$ cat config.mk
export PLATFORM = sky130hd
export DESIGN_NAME = para_streamer_layer7
export DESIGN_NICKNAME = d
export VERILOG_FILES = /design/src/rtl/para_pkg.sv /design/src/rtl/para_addr_gen.sv /design/src/rtl/para_streamer_layer7.sv
export SDC_FILE = /design/constraint.sdc
export NUM_CORES = 1
export LEC_CHECK = 0
export ABC_AREA = 1
export CORE_MARGIN = 2
export CORE_UTILIZATION = 35
export DETAILED_ROUTE_END_ITERATION = 6
export HOLD_SLACK_MARGIN = 0.06
export PLACE_DENSITY = 0.62
export REMOVE_ABC_BUFFERS = 1
export SLEW_MARGIN = 20
export SYNTH_ARGS = -nofsm -noshare
export SYNTH_HDL_FRONTEND = slang
export SYNTH_SLANG_ARGS = --single-unit
$ cat constraint.sdc
create_clock -name clk -period 2 [get_ports clk]
set_clock_uncertainty 0.05 [all_clocks]
set_input_delay 0.5 -clock clk [delete_from_list [all_inputs] [get_ports clk]]
set_output_delay 0.5 -clock clk [all_outputs]
set_load 0.02 [all_outputs]
$ cat src/rtl/para_pkg.sv
// Shared definitions for the layer-7 parameter streamer.
// Carries the interface defines (word width, mode and valid encodings),
// the parameter-group enum, the streamer FSM state enum and the
// per-group length helper used by the address generator.

`ifndef PARA_WIDTH
`define PARA_WIDTH 16
`endif
`ifndef LOAD_PARA
`define LOAD_PARA 1'b0
`endif
`ifndef DATAVALID
`define DATAVALID 1'b1
`endif
`ifndef RSTVALID
`define RSTVALID 1'b0
`endif

package para_pkg;

   localparam int unsigned PARA_GRP_W = 3;

   // Stream order of the parameter groups
   typedef enum logic [PARA_GRP_W-1:0] {
      PARA_GRP_RSIGN = 3'd0,
      PARA_GRP_BN_A  = 3'd1,
      PARA_GRP_BN_B  = 3'd2,
      PARA_GRP_BETA  = 3'd3,
      PARA_GRP_GAMMA = 3'd4,
      PARA_GRP_ZETA  = 3'd5
   } para_grp_e;

   typedef enum logic [1:0] {
      IDLE  = 2'd0,
      READ  = 2'd1,
      DRAIN = 2'd2,
      DONE  = 2'd3
   } para_state_e;

   // Number of words in a group: rsign is FM_DEPTH long, the rest CHANNEL_NUM
   function automatic int unsigned grp_len(input para_grp_e grp,
                                           input int unsigned fm_depth,
                                           input int unsigned channel_num);
      return (grp == PARA_GRP_RSIGN) ? fm_depth : channel_num;
   endfunction

endpackage

$ cat src/rtl/para_addr_gen.sv
// Read counters for the parameter streamer.
// Holds the linear word index (rd_cnt), the current group (rd_grp) and the
// index within that group (rd_idx). adv steps all three with group wrap;
// clr returns them to zero. last_c flags that rd_cnt addresses the final word.
//   clk, rst_n : clock, async active-low reset
//   clr, adv   : clear (priority) / advance one word
//   rd_cnt     : linear word index
//   rd_grp     : group of the current word
//   last_c     : current word is word TOTAL-1 (combinational)

module para_addr_gen
   import para_pkg::*;
#(
   parameter int unsigned FM_DEPTH    = 128,
   parameter int unsigned CHANNEL_NUM = 256,
   parameter int unsigned TOTAL       = FM_DEPTH + 5*CHANNEL_NUM,
   parameter int unsigned CNT_W       = $clog2(TOTAL+1)
)(
   input  logic             clk,
   input  logic             rst_n,
   input  logic             clr,
   input  logic             adv,
   output logic [CNT_W-1:0] rd_cnt,
   output para_grp_e        rd_grp,
   output logic             last_c
);

   localparam int unsigned MAX_LEN = (FM_DEPTH > CHANNEL_NUM) ? FM_DEPTH : CHANNEL_NUM;
   localparam int unsigned IDX_W   = $clog2(MAX_LEN+1);

   logic [IDX_W-1:0] rd_idx;
   logic             grp_end_c;

   assign grp_end_c = (rd_idx == IDX_W'(grp_len(rd_grp, FM_DEPTH, CHANNEL_NUM) - 1));
   assign last_c    = (rd_cnt == CNT_W'(TOTAL - 1));

   // Counter update with group wrap at the end of each group
   always_ff @(posedge clk or negedge rst_n) begin
      if (!rst_n) begin
         rd_cnt <= '0;
         rd_grp <= PARA_GRP_RSIGN;
         rd_idx <= '0;
      end else if (clr) begin
         rd_cnt <= '0;
         rd_grp <= PARA_GRP_RSIGN;
         rd_idx <= '0;
      end else if (adv) begin
         rd_cnt <= rd_cnt + CNT_W'(1);
         if (grp_end_c) begin
            rd_idx <= '0;
            rd_grp <= para_grp_e'(PARA_GRP_W'(rd_grp + 3'd1));
         end else begin
            rd_idx <= rd_idx + IDX_W'(1);
         end
      end
   end

endmodule

$ cat src/rtl/para_streamer_layer7.sv
// Layer-7 parameter load transmitter.
// On start, reads all TOTAL parameter words from a 1-cycle-latency SRAM and
// streams them on para_out/data_e_para with the group tag on para_sel, while
// holding mode at LOAD_PARA; mode is released with the done pulse.
//   clk, rst_n   : clock, async active-low reset
//   start, pause : load request (IDLE only) / suppress new SRAM reads
//   mem_rd_en, mem_addr, mem_rdata : SRAM read port
//   mode, data_e_para, para_out, para_sel : loader interface
//   busy, done   : load in progress / one-cycle completion pulse

module para_streamer_layer7
   import para_pkg::*;
#(
   parameter int unsigned FM_DEPTH    = 128,
   parameter int unsigned CHANNEL_NUM = 256,
   parameter int unsigned ADDR_WIDTH  = 11,
   parameter int unsigned BASE_ADDR   = 0
)(
   input  logic                          clk,
   input  logic                          rst_n,
   input  logic                          start,
   input  logic                          pause,
   output logic                          mem_rd_en,
   output logic [ADDR_WIDTH-1:0]         mem_addr,
   input  logic signed [`PARA_WIDTH-1:0] mem_rdata,
   output logic                          mode,
   output logic                          data_e_para,
   output logic signed [`PARA_WIDTH-1:0] para_out,
   output logic [2:0]                    para_sel,
   output logic                          busy,
   output logic                          done
);

   localparam int unsigned TOTAL     = FM_DEPTH + 5*CHANNEL_NUM;
   localparam int unsigned CNT_W     = $clog2(TOTAL+1);
   localparam logic        MODE_CALC = ~`LOAD_PARA;

   para_state_e             state, state_d;
   logic                    mem_rd_en_d;
   logic [ADDR_WIDTH-1:0]   mem_addr_d;
   logic                    busy_d, done_d, mode_d;
   para_grp_e               grp_q1, grp_q1_d, grp_q2;
   logic                    v1;
   logic                    adv, clr;
   logic [CNT_W-1:0]        rd_cnt;
   para_grp_e               rd_grp;
   logic                    last_c;

   para_addr_gen #(
      .FM_DEPTH    (FM_DEPTH),
      .CHANNEL_NUM (CHANNEL_NUM),
      .TOTAL       (TOTAL),
      .CNT_W       (CNT_W)
   ) u_addr_gen (
      .clk    (clk),
      .rst_n  (rst_n),
      .clr    (clr),
      .adv    (adv),
      .rd_cnt (rd_cnt),
      .rd_grp (rd_grp),
      .last_c (last_c)
   );

   // FSM state and registered control outputs
   always_ff @(posedge clk or negedge rst_n) begin
      if (!rst_n) begin
         state     <= IDLE;
         mem_rd_en <= 1'b0;
         mem_addr  <= '0;
         busy      <= 1'b0;
         done      <= 1'b0;
         mode      <= `LOAD_PARA;
         grp_q1    <= PARA_GRP_RSIGN;
      end else begin
         state     <= state_d;
         mem_rd_en <= mem_rd_en_d;
         mem_addr  <= mem_addr_d;
         busy      <= busy_d;
         done      <= done_d;
         mode      <= mode_d;
         grp_q1    <= grp_q1_d;
      end
   end

   // Next state; the accepting edge already issues word 0 so data starts early
   always_comb begin
      state_d     = state;
      mem_rd_en_d = 1'b0;
      mem_addr_d  = mem_addr;
      busy_d      = busy;
      done_d      = 1'b0;
      mode_d      = mode;
      grp_q1_d    = grp_q1;
      adv         = 1'b0;
      clr         = 1'b0;
      case (state)
         IDLE: begin
            if (start) begin
               state_d = READ;
               busy_d  = 1'b1;
               mode_d  = `LOAD_PARA;
               if (!pause) begin
                  mem_rd_en_d = 1'b1;
                  mem_addr_d  = ADDR_WIDTH'(BASE_ADDR + rd_cnt);
                  grp_q1_d    = rd_grp;
                  adv         = 1'b1;
               end
            end
         end
         READ: begin
            if (!pause) begin
               mem_rd_en_d = 1'b1;
               mem_addr_d  = ADDR_WIDTH'(BASE_ADDR + rd_cnt);
               grp_q1_d    = rd_grp;
               // Counters return to zero after the last issue for the next load
               if (last_c) begin
                  clr     = 1'b1;
                  state_d = DRAIN;
               end else begin
                  adv = 1'b1;
               end
            end
         end
         DRAIN: begin
            // Final beat on the bus and nothing left in flight
            if (!mem_rd_en && !v1 && (data_e_para == `DATAVALID)) begin
               state_d = DONE;
               done_d  = 1'b1;
               busy_d  = 1'b0;
               mode_d  = MODE_CALC;
            end
         end
         DONE: begin
            state_d = IDLE;
         end
         default: state_d = IDLE;
      endcase
   end

   // Read-data pipeline: rd_en -> v1 (rdata valid) -> data_e_para
   always_ff @(posedge clk or negedge rst_n) begin
      if (!rst_n) begin
         v1          <= 1'b0;
         grp_q2      <= PARA_GRP_RSIGN;
         data_e_para <= 1'b0;
         para_out    <= '0;
         para_sel    <= '0;
      end else begin
         v1          <= mem_rd_en;
         grp_q2      <= grp_q1;
         data_e_para <= v1 ? `DATAVALID : ~`DATAVALID;
         if (v1) begin
            para_out <= mem_rdata;
            para_sel <= grp_q2;
         end
      end
   end

endmodule
# Word-level counts from Yosys, hierarchy flattened
# Index checks and enable logic that the tools add are counted.
# word_totals
inputBits	20
regBits	67
# classes
add_sub_neg	4
n_eq_ne	9
n_reduce_logical	14
mux	38
# op_table
op	n
11-bit two-way mux	4
9-bit two-way mux	4
11-bit one-hot mux with 2 select lines	1
3-bit two-way mux	5
1-bit two-way mux	14
11-bit by 1-bit adder with 11-bit output, second input constant	1
11-bit equality test, second input constant	1
9-bit by 1-bit adder with 9-bit output, second input constant	1
9-bit equality test	1
9-bit by 1-bit subtractor with 9-bit output, second input constant	1
2-bit two-way mux	4
2-bit != test, second input constant	4
1-bit one-hot mux with 2 select lines	4
2-bit one-hot mux with 4 select lines	1
2-bit nonzero test	4
3-bit one-hot mux with 2 select lines	1
2-bit equality test, second input constant	2
2-bit AND reduction	2
4-bit AND reduction	1
3-bit by 1-bit adder with 3-bit output, second input constant	1
3-bit logical NOT	1
3-bit AND reduction	1
2-bit by 1-bit equality test with 1-bit output, second input constant	1
1-bit logical AND	2
other kinds (2)	3

# Longest topological paths before layout
# logic_depth
word_depth	7
mapped_depth	11

# By module
# A second synthesis with hierarchy kept.
# hier_totals
hier_cells	327
area_unflattened_um2	3100.5
# by_module_without_submodules
module	seq_area_each_um2	cells_each	n_inst	area_per_inst_um2
para_streamer_layer7	1101.1	150	1	1755.4
para_addr_gen	575.6	177	1	1345.0

# Worst setup path after synthesis
# OpenSTA, ideal clock, no wires.
# synth_path
path_kind	flip-flop to flip-flop
start	register state[1]
end	register u_addr_gen.rd_cnt[8]
setup_slack_ns	0.470
path_stages_with_launch	11
required_time_ns	1.830
t_arrival_ns	1.360
n_path_buf	1
setup_time_ns	0.120
path_cell_list	dfrtp_1 -> inv_1 -> ha_1 -> buf_4 -> inv_2 -> nand2_1 -> nand2_4 -> nor2_4 -> nand3_1 -> o21ai_0 -> nor2_1
# synth_between
elab_chain_cells	3
elab_cells_between_ends	6
# synth_lines
item	line	source
start: declaration	para_streamer_layer7.sv:38	para_state_e state, state_d;
start signal: assignment	para_streamer_layer7.sv:75	state <= state_d;
2-bit by 1-bit equality test with 1-bit output / 2-bit logical NOT (equally long branches)	para_streamer_layer7.sv:96	case (state)
1-bit one-hot mux with 2 select lines / 1-bit two-way mux (equally long branches)	para_streamer_layer7.sv:96	
2-bit nonzero test (no source line) / 11-bit two-way mux (equally long branches)	n/a	
end signal: assignment	para_addr_gen.sv:48	rd_cnt <= rd_cnt + CNT_W'(1);
end: declaration	para_addr_gen.sv:23	output logic [CNT_W-1:0] rd_cnt,
# Several ways; a longest one is shown, not always the timed one.
# A chain may end at the register's enable or synchronous reset.

# Final worst setup path
# layout_path
start	register mem_rd_en
end	output port mem_rd_en
# layout_lines
item	line	source
start: declaration	para_streamer_layer7.sv:23	output logic mem_rd_en,
start signal: assignment	para_streamer_layer7.sv:76	mem_rd_en <= mem_rd_en_d;
# No word-level cell between the ends.

==> results by group <==
Power
  – Pwr/cell area: 1530 nW/um^2
  – Peak VDD IR: 0.572 mV
  – Total power: 6.19 mW
  – Leakage: 1.92 nW

STA
  – Slew HR: 74.0%
  – Max Fclk: 533 MHz
  – RSZ-0062 raised after global routing: no
  – Max-slew violation count: 0
  – Endpoints failing hold: 0
  – Setup violators final: 0
  – Worst Tran Pin Value: 0.388 ns
  – Final period util: 93.8%
  – Post-layout min period: 1.88 ns

Global routing
  – M1 GR Usage: 18.5%
  – Initial antenna violation count: 0
  – Busiest grt layer: met2
  – Wire length of the first global-routing pass: 10900 um
  – Total gr overflow: 0
  – Met3 Resource Use GR: 4.82%
  – Largest net degree at the start of global routing: 68
  – Grt met2 use: 21.4%
  – Vias in the first global route: 2341
  – GRT Total Usage: 14.0%

Routing
  – Via Count: 2264
  – Drt initial violations: 128
  – Vias per cell: 4.56
  – Drt total wl: 5980 um
  – Wire per inst: 12.1 um
  – Post-route DRC: 0
  – ANT nets after route: 0
  – Drt pass-1 iters: 4

Clock tree
  – Clock Path Buffers: 2
  – Num CTS Buffers: 9
  – Clock root buffer: clkbuf_8
  – Clock latency on the worst-skew pair: 0.34 ns
  – # hold bufs at CTS: 0
  – Sink Count: 67
  – Setup Fix Bufs, Post-CTS: 0
  – CTS HTree Levels: 3
  – Resized Gates After CTS: 0
  – CTS tree: built
  – Clk slew on worst S/H paths: 0.07 ns

Setup path
  – R2R setup slack: 0.32 ns
  – R2r endpoint: u_addr_gen.rd_grp[0]$_DFFE_PN0P_
  – Critical path's slowest cell: clkdlybuf4s50_1
  – Sequence of cells on the critical path: clkdlybuf4s50_1
  – CP Launch Type: flop
  – Top fanout value on the critical path: 3
  – Worst path required time: 1.45 ns
  – Combined buffer and inverter count along the critical path: 1
  – Max incr delay on CP: 0.63 ns
  – CP arrival: 1.33 ns
  – Critical path endpoint category: primary output
  – WS Path Type: flop to primary output
  – Top delay family on crit path: buffers and inverters
  – Worst r2r src: state[0]$_DFFE_PN0P_
  – Worst r2r path cells: 9

Floorplanning
  – IO Pins: 55
  – Core area: 8590 sq um
  – FP Rows: 34
  – Initial Util: 35.7%
  – Die W: 97.6 um
  – Die area: 9530 sq um
  – Chip height: 97.6 um

Logic synthesis
  – Post-synthesis area per instance: 9.74 sq um
  – FF+latch count, synth: 67
  – Yosys warns: 0
  – Synthesized instance count: 315
  – Synthesized area: 3070 sq um
  – Sequential fraction of the synthesis area: 54.6%
  – Count of cell types in the netlist: 29

Layout
  – Final nets: 411
  – Number of diodes: 0
  – Share of post-route cells with drive strength above 1: 16.8%
  – Commonest cells after routing, fill and taps aside: nand2_1 (68), dfrtp_1 (67), clkdlybuf4s50_1 (53), inv_1 (36), o21ai_0 (23)
  – Fin area: 4040 sq um
  – Most common cell after layout, fill and taps aside: nand2_1
  – Area Growth Syn to Fin: 31.8%
  – Fillers: 811

Outcome
  – Outcome: finished, final reports clean

Place
  – Port Buf Inserts: 54
  – Detailed placer's ending HPWL: 4350 um
  – GPL Wtd Cong: 0.849
  – Placed cell area: 3820 sq um

Min path
  – HP Class: input port to asynchronous set/reset pin

Run
  – Total of max-cap violations: 0
## synth_stat cells
master    instances  area [sq um]
nand3_1          17          85.1
a22oi_1           1          7.51
mux2_2           19           214
inv_1            36           135
nand2_4           3          33.8
nand2_2           4          25.0
a21oi_2           3          26.3
nor2_2            1          6.26
nand3_4           1          17.5
xor2_1            5          43.8
a31oi_1           1          6.26
nor3_1            5          25.0
clkbuf_2          1          5.00
a21oi_1           9          45.0
a21oi_4           1          16.3
o21ai_2           1          8.76
o21ai_0          23           115
nor2_1           21          78.8
nand2_1          68           255
inv_2             2          7.51
nor2_4            4          45.0
dfrtp_1          67          1680
buf_4             3          22.5
ha_1              8           100
clkinv_1          1          3.75
buf_6             1          11.3
o21ai_1           1          5.00
buf_2             2          10.0
nand4_1           6          37.5
## worst max-delay path by stage
stage                              start  cells after the start                          endpoint
finish               mem_rd_en$_DFF_PN0_                      1                         mem_rd_en
global placement                   pause                      9  u_addr_gen.rd_grp[0]$_DFFE_PN0P_
detailed placement                 pause                      9  u_addr_gen.rd_grp[0]$_DFFE_PN0P_
global route         mem_rd_en$_DFF_PN0_                      1                         mem_rd_en
floorplan           state[1]$_DFFE_PN0P_                      7  u_addr_gen.rd_idx[6]$_DFFE_PN0P_
CTS                  mem_rd_en$_DFF_PN0_                      1                         mem_rd_en
## stage by stage
step	setup WS (ns)	setup TNS [ns]	cells	utilization, %	hold slack (ns)
floorplan	0.195	0	308	-	0.154
global placement	0.0134	0	480	44.4	0.311
detailed placement	-0.0279	-0.0959	480	44.4	0.317
CTS	0.0958	0	496	47.1	0.127
global route	0.0503	0	496	47.1	0.141
finish	0.125	0	496	47.1	0.108
## logic make-up after synthesis
group / after synthesis / share of synthesized area, %
and+or+nand+nor: 130 / 19.9
xor gates and xnor gates: 5 / 1.43
DFF: 67 / 54.6
buffers and inverters: 46 / 6.36
adders and majority gates: 8 / 3.26
muxes: 19 / 6.97
AOI/OAI and AO/OA: 40 / 7.50
## report_power, final
part,internal (mW),switching (mW),total (mW)
clock network,0.769,0.500,1.27
registers,1.88,0.326,2.21
logic,1.25,1.47,2.72
## worst reg2reg max path, cell delays in order (launching register included)
cell	delay (ns)
dfrtp_1	0.40
inv_1	0.11
ha_1	0.25
nand2_2	0.10
a21oi_4	0.16
buf_12	0.16
buf_4	0.16
nand2_4	0.07
nand2_1	0.06
nand2_1	0.05
## registers in the layout, summed over array words and instances, names as in the netlist
register,count
done,1
v1,1
state,2
grp_q2,3
u_addr_gen.rd_grp,3
u_addr_gen.rd_cnt,11
para_out,16
mode,1
mem_rd_en,1
para_sel,3
u_addr_gen.rd_idx,9
mem_addr,11
data_e_para,1
grp_q1,3
busy,1
## layer usage
layer | share of wire (%) | vias up
met5 | 0 | -
met4 | 1.0 | 0
met3 | 5.6 | 9
met2 | 44 | 54
met1 | 49 | 1051
li1 | - | 1150
## cell type report
| type | instances | area, sq um | area share (%) |
|---|---|---|---|
| clock inverter | 4 | 72.6 | 1.79 |
| sequential | 67 | 1680 | 41.5 |
| inverter | 39 | 146 | 3.62 |
| clock buffer | 12 | 155 | 3.84 |
| tap | 108 | 135 | 3.34 |
| multi-input combinational | 202 | 1200 | 29.6 |
| timing repair buffer | 64 | 661 | 16.3 |
No activity file was read; power rests on OpenSTA's default activity.
